--- src/rtl/fifo_rd_stream_if.sv ---
// ---------------------------------------------------------------------------
// fifo_rd_stream_if
//   Valid/ready stream bundle carrying words out of the FIFO read adapter.
//
//   Signals:
//     data   width  stream word, driven by the producer
//     valid  1      producer holds a word on data
//     ready  1      consumer accepts the word at the next clock edge
//
//   Modports:
//     master  producer side (drives data/valid, samples ready)
//     slave   consumer side (samples data/valid, drives ready)
// ---------------------------------------------------------------------------
interface fifo_rd_stream_if #(
  parameter int width = 9
);

  logic [width-1:0] data;
  logic             valid;
  logic             ready;

  modport master (
    output data,
    output valid,
    input  ready
  );

  modport slave (
    input  data,
    input  valid,
    output ready
  );

endinterface

--- src/rtl/fifo_rd_stream.sv ---
// ---------------------------------------------------------------------------
// fifo_rd_stream
//   Read-side adapter for a dual-clock FIFO running in standard (non
//   first-word-fall-through) mode with a registered output. It issues
//   fifo_rd_en whenever the FIFO has data and there is guaranteed room for
//   the returning word, captures fifo_dout LAT cycles after each read into a
//   small skid buffer, and presents the buffered words as a valid/ready
//   stream with full throughput and strict in-order delivery.
//   Everything lives in the FIFO read clock domain.
//
//   Parameters:
//     width  data width, must match the FIFO instance
//     LAT    FIFO read latency (rd_en sampled -> dout valid), 1..3
//     DEPTH  skid buffer entries, fixed at LAT+2 (derived, not overridable)
//
//   Ports:
//     clk         read-side clock (same as the FIFO rclk)
//     rst         asynchronous active-high reset (same net as the FIFO rst)
//     fifo_dout   FIFO read data
//     fifo_empty  FIFO empty flag
//     fifo_rd_en  FIFO read enable
//     flush       one-cycle synchronous discard of buffered/in-flight words
//     m           stream output (master modport: data, valid, ready)
//     level       number of words currently held in the skid buffer
// ---------------------------------------------------------------------------
module fifo_rd_stream #(
  parameter  int width = 9,
  parameter  int LAT   = 1,
  localparam int DEPTH = LAT + 2,
  localparam int LVL_W = $clog2(DEPTH + 1),
  localparam int PTR_W = $clog2(DEPTH),
  localparam int SUM_W = LVL_W + 1
) (
  input  logic              clk,
  input  logic              rst,
  input  logic [width-1:0]  fifo_dout,
  input  logic              fifo_empty,
  output logic              fifo_rd_en,
  input  logic              flush,
  fifo_rd_stream_if.master  m,
  output logic [LVL_W-1:0]  level
);

  // Skid buffer storage and bookkeeping
  logic [width-1:0] buf_mem [DEPTH];
  logic [PTR_W-1:0] wr_ptr;
  logic [PTR_W-1:0] rd_ptr;
  logic [LVL_W-1:0] cnt;

  // One bit per outstanding read: bit 0 is set the cycle after a read is
  // issued, bit LAT-1 marks the cycle in which that read's data is on
  // fifo_dout.
  logic [LAT-1:0]   inf;

  logic             capture;
  logic             pop;
  logic [SUM_W-1:0] inflight_n;
  logic [SUM_W-1:0] committed;

  // Pointer advance with an explicit wrap so that non-power-of-two depths
  // never index past the last entry.
  function automatic logic [PTR_W-1:0] ptr_inc(input logic [PTR_W-1:0] p);
    if (p == PTR_W'(DEPTH - 1)) begin
      return '0;
    end
    return p + 1'b1;
  endfunction

  // Count how many reads are still travelling through the FIFO output
  // pipeline. Together with cnt this is every slot already promised away.
  always_comb begin
    inflight_n = '0;
    for (int i = 0; i < LAT; i++) begin
      inflight_n = inflight_n + SUM_W'(inf[i]);
    end
  end

  assign committed = SUM_W'(cnt) + inflight_n;
  assign capture   = inf[LAT-1];
  assign pop       = m.valid && m.ready;

  // Read issue. Only registered state, fifo_empty, flush and the reset pin
  // feed this, so downstream ready never reaches the FIFO in the same cycle.
  // Reserving a slot for every in-flight word is what makes overflow
  // impossible, and gating on rst drops the enable as soon as reset
  // asserts, without waiting for an edge.
  always_comb begin
    fifo_rd_en = !rst && !flush && !fifo_empty && (committed < SUM_W'(DEPTH));
  end

  // Stream side: the head of the buffer is presented directly, so data and
  // valid can only change on a pop or a capture into an empty buffer.
  assign m.valid = (cnt != '0);
  assign m.data  = buf_mem[rd_ptr];
  assign level   = cnt;

  // Buffer state. Flush wipes the bookkeeping and the in-flight bits, which
  // is what drops the words that are still on their way back from the FIFO;
  // the stored data itself is left alone since nothing can read it until
  // it is overwritten. A simultaneous capture and pop moves both pointers
  // and leaves cnt unchanged.
  always_ff @(posedge clk or posedge rst) begin
    if (rst) begin
      wr_ptr <= '0;
      rd_ptr <= '0;
      cnt    <= '0;
      inf    <= '0;
      for (int i = 0; i < DEPTH; i++) begin
        buf_mem[i] <= '0;
      end
    end else if (flush) begin
      wr_ptr <= '0;
      rd_ptr <= '0;
      cnt    <= '0;
      inf    <= '0;
    end else begin
      inf <= LAT'({inf, fifo_rd_en});
      if (capture) begin
        buf_mem[wr_ptr] <= fifo_dout;
        wr_ptr          <= ptr_inc(wr_ptr);
      end
      if (pop) begin
        rd_ptr <= ptr_inc(rd_ptr);
      end
      case ({capture, pop})
        2'b10:   cnt <= cnt + 1'b1;
        2'b01:   cnt <= cnt - 1'b1;
        default: cnt <= cnt;
      endcase
    end
  end

  // A capture into a full buffer with no pop in the same cycle would lose a
  // word; the issue rule is meant to make this unreachable.
  a_no_overflow : assert property (
    @(posedge clk) disable iff (rst)
      !(capture && (cnt == LVL_W'(DEPTH)) && !pop)
  );

endmodule
--- src/flat_wrapper.sv ---
// flat-port wrapper written by rule: the top's interface ports become plain ports
module fifo_rd_stream_flat 
#(
  parameter  int width = 9,
  parameter  int LAT   = 1,
  localparam int DEPTH = LAT + 2,
  localparam int LVL_W = $clog2(DEPTH + 1),
  localparam int PTR_W = $clog2(DEPTH),
  localparam int SUM_W = LVL_W + 1
)
  (clk, rst, fifo_dout, fifo_empty, fifo_rd_en, flush, level, m_data, m_valid, m_ready);
  fifo_rd_stream_if #(.width(width)) m_i ();
  input  logic clk;
  input  logic rst;
  input  logic [width-1:0] fifo_dout;
  input  logic fifo_empty;
  output logic fifo_rd_en;
  input  logic flush;
  output logic [LVL_W-1:0] level;
  output wire logic [$bits(m_i.data)-1:0] m_data;
  output wire logic [$bits(m_i.valid)-1:0] m_valid;
  input wire logic [$bits(m_i.ready)-1:0] m_ready;
  assign m_data = m_i.data;
  assign m_valid = m_i.valid;
  assign m_i.ready = m_ready;
  fifo_rd_stream #(.width(width), .LAT(LAT)) u_core (.clk(clk), .rst(rst), .fifo_dout(fifo_dout), .fifo_empty(fifo_empty), .fifo_rd_en(fifo_rd_en), .flush(flush), .m(m_i), .level(level));
endmodule
--- config.mk ---
export PLATFORM = sky130hd
export DESIGN_NAME = fifo_rd_stream_flat
export DESIGN_NICKNAME = d
export VERILOG_FILES = /design/src/rtl/fifo_rd_stream_if.sv /design/src/rtl/fifo_rd_stream.sv /design/src/flat_wrapper.sv
export SDC_FILE = /design/constraint.sdc
export NUM_CORES = 1
export LEC_CHECK = 0
export BUFFER_PORTS_ARGS = -buffer_cell sky130_fd_sc_hd__buf_2
export CAP_MARGIN = 15
export CELL_PAD_IN_SITES_DETAIL_PLACEMENT = 1
export CELL_PAD_IN_SITES_GLOBAL_PLACEMENT = 2
export CORE_MARGIN = 2
export CORE_UTILIZATION = 37
export DETAILED_ROUTE_END_ITERATION = 10
export PLACE_DENSITY_LB_ADDON = 0.1
export SLEW_MARGIN = 20
export SYNTH_ARGS = -nofsm -noshare
export SYNTH_HDL_FRONTEND = slang
export SYNTH_SLANG_ARGS = --single-unit
export TNS_END_PERCENT = 50
--- constraint.sdc ---
create_clock -name clk -period 1.9 [get_ports clk]
set_clock_uncertainty 0.15 [all_clocks]
set_input_delay 0 -clock clk [delete_from_list [all_inputs] [get_ports clk]]
set_output_delay 0 -clock clk [all_outputs]
set_load 0.02 [all_outputs]
==> summary.txt, run 1 <==
Global route
  – Grt total ovfl: 0
  – First-pass GRT wire length: approximately 6300 um
  – Initial antenna violation count: 0
  – Largest net degree at the start of global routing: 35
  – Total GRT Usage: 16.9%
  – Vias in the first global route: 1,271

Routing
  – Post-route ant nets: 0
  – Vias: 1,168
  – DR WL/cell: roughly 16 um
  – Residual DRC: 0
  – Drt total wl: 3710 um
  – Vias/cell: between 5 and 6
  – DRT Pass-1 Iters: 4
  – DR iter-0 viols: 46

Placed design
  – Hpwl dp: between 2000 and 2500 um
  – IO buf count: 26
  – Placed Instances: roughly 210
  – Place WS: 209 ps
  – Final Wtd Congestion: approximately 0.65

Timing
  – RSZ-0062 raised after global routing: yes
  – Endpoints failing setup: 0
  – Minimum clock period: around 1900 ps
  – Worst hold slack: about 220 ps
  – Final slew viol count: 0
  – Max Freq: roughly 540 MHz
  – Final Hold Violating Endpoints: 0
  – Final setup TNS: 0 ps
  – Post-route setup slack: around 49 ps
  – Period utilization: approximately 97%
  – Slew HR: between 60% and 70%
  – Measured slew at the worst slew-check pin: between 400 and 500 ps

Die
  – Core Box Area: 4260 um^2
  – Starting Density: 37.9%
  – Cell Rows: 24
  – Ports: 27
  – Die Y: 70.0 um
  – Width of the die: approximately 70 um
  – Die Footprint: approximately 5000 um^2

Logic synthesis
  – Seq/Total Area, Yosys: between 50 and 60%
  – Syn. warnings: 0
  – Number of synthesized flops with an enable pin: 0
  – Synth cell types: 24
  – Synth Flop Type: dfrtp_1
  – Synth Cell Area: 1610 um^2
  – Syn_nets: between 100 and 150
  – Seq cells post-synth: 34
  – Ys async rst share: between 90% and 100%
  – Avg Cell Area, Syn: around 13 um^2
  – Post-synthesis cell count: 128

Power and ir drop
  – Peak supply drop: 488 uV
  – Cell area power density: ~840 nW/um^2
  – LEAKAGE: 0.974 nW

Status
  – Outcome: complete, no violations

Clock network
  – Cts bufs inserted: 5
  – Htree depth: 2
  – Clk slew on worst S/H paths: 70 ps
  – Clock buffer depth: 2
  – CTS sink cnt: 34
  – Root Buffer Master: clkbuf_8
  – CTS tree: yes
  – Clk_lat worst skew: about 280 ps

Cells and area
  – Final std cells w/o fill: between 200 and 250
  – Share of layout cells above drive strength 1: between 40 and 50%
  – Antenna cells: 0
  – Fin nets: 195
  – Area growth syn-to-layout: 29.5%

Critical path
  – Setup crit start kind: flop
  – Setup CP Type: reg2out
  – CP Max Fanout: 2
  – Data required time of the worst path: 1750 ps
  – WP data arrival: 1700 ps
  – Crit end category: primary output

Job
  – Max cap viols: 0

Hold path
  – Hold Crit Class: in2async
-- flip-flops by register name, indices dropped and copies added (netlist names) --
| register | count |
|---|---|
| u_core.level | 2 |
| u_core.wr_ptr | 2 |
| u_core.buf_mem | 27 |
| u_core.capture | 1 |
| u_core.rd_ptr | 2 |
-- stage by stage --
step | utilization (%) | total power [W] | cell area (um^2)
finish | 49.0 | 0.00174 | 2090
global placement | 42.8 | 0.00118 | 1830
global route | 49.0 | 0.00185 | 2090
CTS | 48.8 | 0.00177 | 2080
floorplan | - | 0.00108 | 1610
detailed placement | 42.8 | 0.00119 | 1830
-- final timing paths --
kind / start / endpoint / slack (ps) / depth (start not counted)
min in group clk: u_core.buf_mem[21] / u_core.buf_mem[21] / 360 / 1
min: rst / u_core.buf_mem[23] / 220 / 4
min reg2reg: u_core.buf_mem[21] / u_core.buf_mem[21] / 360 / 1
max in group asynchronous: rst / u_core.buf_mem[13] / 1050 / 4
max: u_core.level[0] / fifo_rd_en / 50 / 5
max reg2reg: u_core.level[0] / u_core.rd_ptr[1] / 240 / 5
-- what timing repair did --
item,4_1_cts,5_1_grt
hold buffers,13,0
buffers inserted,3,0
setup endpoints to repair,1,1
endpoints found under the hold margin,68,0
resized for setup,3,3
-- logic make-up after synthesis --
| group | after synthesis | share of synthesized area (%) |
|---|---|---|
| AOI/OAI and AO/OA | 19 | 6.36 |
| DFF | 34 | 52.7 |
| and+or+nand+nor | 25 | 9.77 |
| buffers and inverters | 9 | 3.33 |
| muxes | 39 | 26.3 |
| adders and majority gates | 2 | 1.55 |
-- layout make-up --
cell class              count  area, um^2
well taps                  52        65.1
fillers                   465        2170
clock buffers               7        86.3
multi-input cells          85         722
flip-flops and latches     34         851
repair buffers             50         349
clock inverters             1        5.00
inverters                   3        11.3
-- cell usage after synthesis (all sizes together) (2+ instances only) --
library cell | instances | area, um^2
a21oi | 5 | 25.0
buf | 4 | 35.0
clkbuf | 2 | 7.51
dfrtp | 34 | 851
ha | 2 | 25.0
inv | 3 | 11.3
mux2 | 27 | 304
mux2i | 12 | 120
nand2 | 10 | 37.5
nand2b | 2 | 20.0
nand3b | 2 | 15.0
nor2 | 3 | 11.3
nor3b | 2 | 25.0
o21ai | 12 | 60.1
or2 | 2 | 12.5
-- layer usage --
metal  track usage (%)  wire length [um]  up-vias
li1                  -                 -      553
met1              21.1              1730      587
met2              28.7              1820       22
met3              3.46                97        6
met4              6.41                57        0
met5                 0                 0        -
-- placed cells by master, fill, tap and decap left out --
cell / count
dfrtp_1: 34
mux2_2: 27
buf_2: 25
dlygate4sd3_1: 13
o21ai_0: 12
mux2i_1: 12
buf_4: 11
nand2_1: 10
clkbuf_8: 6
a21oi_1: 4
inv_1: 3
nor2_1: 3
or2_2: 2
nand3b_1: 2
nor3b_2: 2
ha_2: 2
nand2b_4: 1
nor3_4: 1
nor2b_1: 1
or4_4: 1
a21oi_2: 1
a41o_1: 1
a211oi_1: 1
nand2b_1: 1
or3_1: 1
clkinv_2: 1
clkbuf_1: 1
buf_6: 1
-- worst max-delay path: stages (launching register included) --
cell     delay [ps]
dfrtp_1         400
ha_2            180
ha_2            150
or4_4           430
a21oi_2         130
buf_6           130
-- report_power, final --
group	switching [W]	internal, W	total [W]	leakage, nW
Clock	0.000251	0.000292	0.000543	0.0482
Sequential	0.0000466	0.000810	0.000857	0.450
Combinational	0.000176	0.000169	0.000345	0.475
No activity file was read; power rests on OpenSTA's default activity.
==> run 2, diff against run 1 <==
Settings changed: CORE_UTILIZATION 37 to 30.
==> run 2 against run 1 <==
- final area increased by 0.54%
- count of clock-buffer cells in the layout decreased by 2
- sequential share of layout area shrank 0.22 points
- largest cell class unchanged
==> summary.txt, run 2 (same netlist as run 1, synthesis figures left out) <==
Status
  – Outcome: complete, no violations

Global route
  – Grt total ovfl: 0
  – Initial antenna violation count: 0
  – First-pass GRT wire length: ~6600 um
  – Largest net degree at the start of global routing: 35
  – Vias in the first global route: roughly 1,300
  – Total GRT Usage: around 15%

Timing
  – Final Hold Violating Endpoints: 0
  – Measured slew at the worst slew-check pin: around 450 ps
  – Max Freq: 534 MHz
  – Minimum clock period: 1870 ps
  – Slew HR: a little over two thirds
  – RSZ-0062 raised after global routing: yes
  – Post-route setup slack: ~27 ps
  – Period utilization: a little over nine tenths
  – Final setup TNS: 0 ps
  – Final slew viol count: 0
  – Endpoints failing setup: 0

Placed design
  – Final Wtd Congestion: approximately 0.76
  – Place WS: about 190 ps
  – Hpwl dp: 2640 um
  – Placed Instances: approximately 230
  – IO buf count: 26

Die
  – Cell Rows: 26
  – Ports: 27
  – Die Footprint: 5980 um^2
  – Core Box Area: just over 5000 um^2
  – Starting Density: a little under a third
  – Width of the die: 77.4 um
  – Die Y: roughly 77 um

Clock network
  – Htree depth: 2
  – Cts bufs inserted: 5
  – Root Buffer Master: clkbuf_8
  – Clk_lat worst skew: about 280 ps
  – Clock buffer depth: 2
  – Clk slew on worst S/H paths: 70 ps
  – CTS tree: yes
  – CTS sink cnt: 34

Routing
  – DR WL/cell: between 15 and 20 um
  – Residual DRC: 0
  – Vias/cell: between 4 and 5
  – DR iter-0 viols: 31
  – Post-route ant nets: 0
  – Vias: 1,167
  – Drt total wl: around 3900 um
  – DRT Pass-1 Iters: 4

Cells and area
  – Area growth syn-to-layout: 30.2%
  – Fin nets: a little under 200
  – Layout fillers: between 500 and 600
  – Antenna cells: 0
  – Final std cells w/o fill: 250
  – Most flops, register: u_core.buf_mem
  – Most frequent cells in the layout: 34 x dfrtp_1, 27 x mux2_2, 25 x buf_2
  – Commonest non-fill, non-tap cell in the layout: dfrtp_1
  – Max FFs per register: 27
  – Share of layout cells above drive strength 1: roughly 45%

Power and ir drop
  – LEAKAGE: 0.977 nW
  – Power, Total: ~0.0017 W
  – Cell area power density: slightly above 800 nW/um^2
  – Peak supply drop: ~360 uV

Critical path
  – Setup crit start kind: flop
  – Setup CP Type: reg2out
  – WP data arrival: about 1700 ps
  – CP Max Fanout: 2
  – Crit end category: primary output
  – Data required time of the worst path: ~1800 ps

Hold path
  – Hold Crit Class: in2async

Job
  – Max cap viols: 0
[run 2: cell types whose count changed in the layout (fill, tap and decap cells not counted)]
cell / change
buf_6: -1
buf_4: +2
clkbuf_1: -1
clkbuf_8: -1
ha_2: -1
clkinv_2: +1
ha_1: +1
[run 2: per-stage QoR]
step	util [%]	area [um^2]	hold WS, ps
2_1_floorplan	-	1610	-86.9
3_3_place_gp	36.3	1860	-17.2
3_5_place_dp	36.3	1860	7.98
4_1_cts	40.9	2100	248
5_1_grt	40.9	2100	272
6_report	40.9	2100	232
[run 2: power by group]
part	internal, W	switching, W
sequential	0.000810	0.0000437
combinational	0.000169	0.000182
clock	0.000246	0.000260
[run 2: worst max-delay path: stages, from the launching register on]
cell	delay, ps
dfrtp_1	390
ha_2	190
ha_1	180
or4_4	420
a21oi_2	110
buf_4	150
[run 2: final cells by class]
cell class / count / area, um^2 / area share, %
repair buffers: 51 / 353 / 16.8
multi-input cells: 85 / 719 / 34.2
well taps: 70 / 87.6 / 4.17
clock buffers: 5 / 68.8 / 3.28
inverters: 3 / 11.3 / 0.536
clock inverters: 2 / 10.0 / 0.476
flip-flops and latches: 34 / 851 / 40.5
[run 2: final timing paths]
kind                                 endpoint  depth (start not counted)          startpoint  slack, ps
setup reg to reg            u_core.buf_mem[1]                          5      u_core.capture        320
hold / removal                 u_core.capture                          4                 rst        230
hold reg to reg            u_core.buf_mem[18]                          1  u_core.buf_mem[18]        360
max in group asynchronous   u_core.buf_mem[7]                          4                 rst       1040
setup / recovery                   fifo_rd_en                          5     u_core.level[0]         30
min in group clk           u_core.buf_mem[16]                          3        fifo_dout[7]        350
[run 2: what timing repair did]
action / 4_1_cts / 5_1_grt
cloned: 0 / 0
endpoints found under the setup margin: 1 / 1
gates resized for setup: 4 / 0
setup buffers: 2 / 0
hold buffers: 13 / 0
endpoints found under the hold margin: 68 / 0
[run 2: layer usage]
metal	global-route usage, %	vias to the layer above	part of all wire (%)
li1	-	556	-
met1	18.7	585	47
met2	23.5	21	47
met3	4.88	5	3.9
met4	3.75	0	1.2
met5	0	-	0
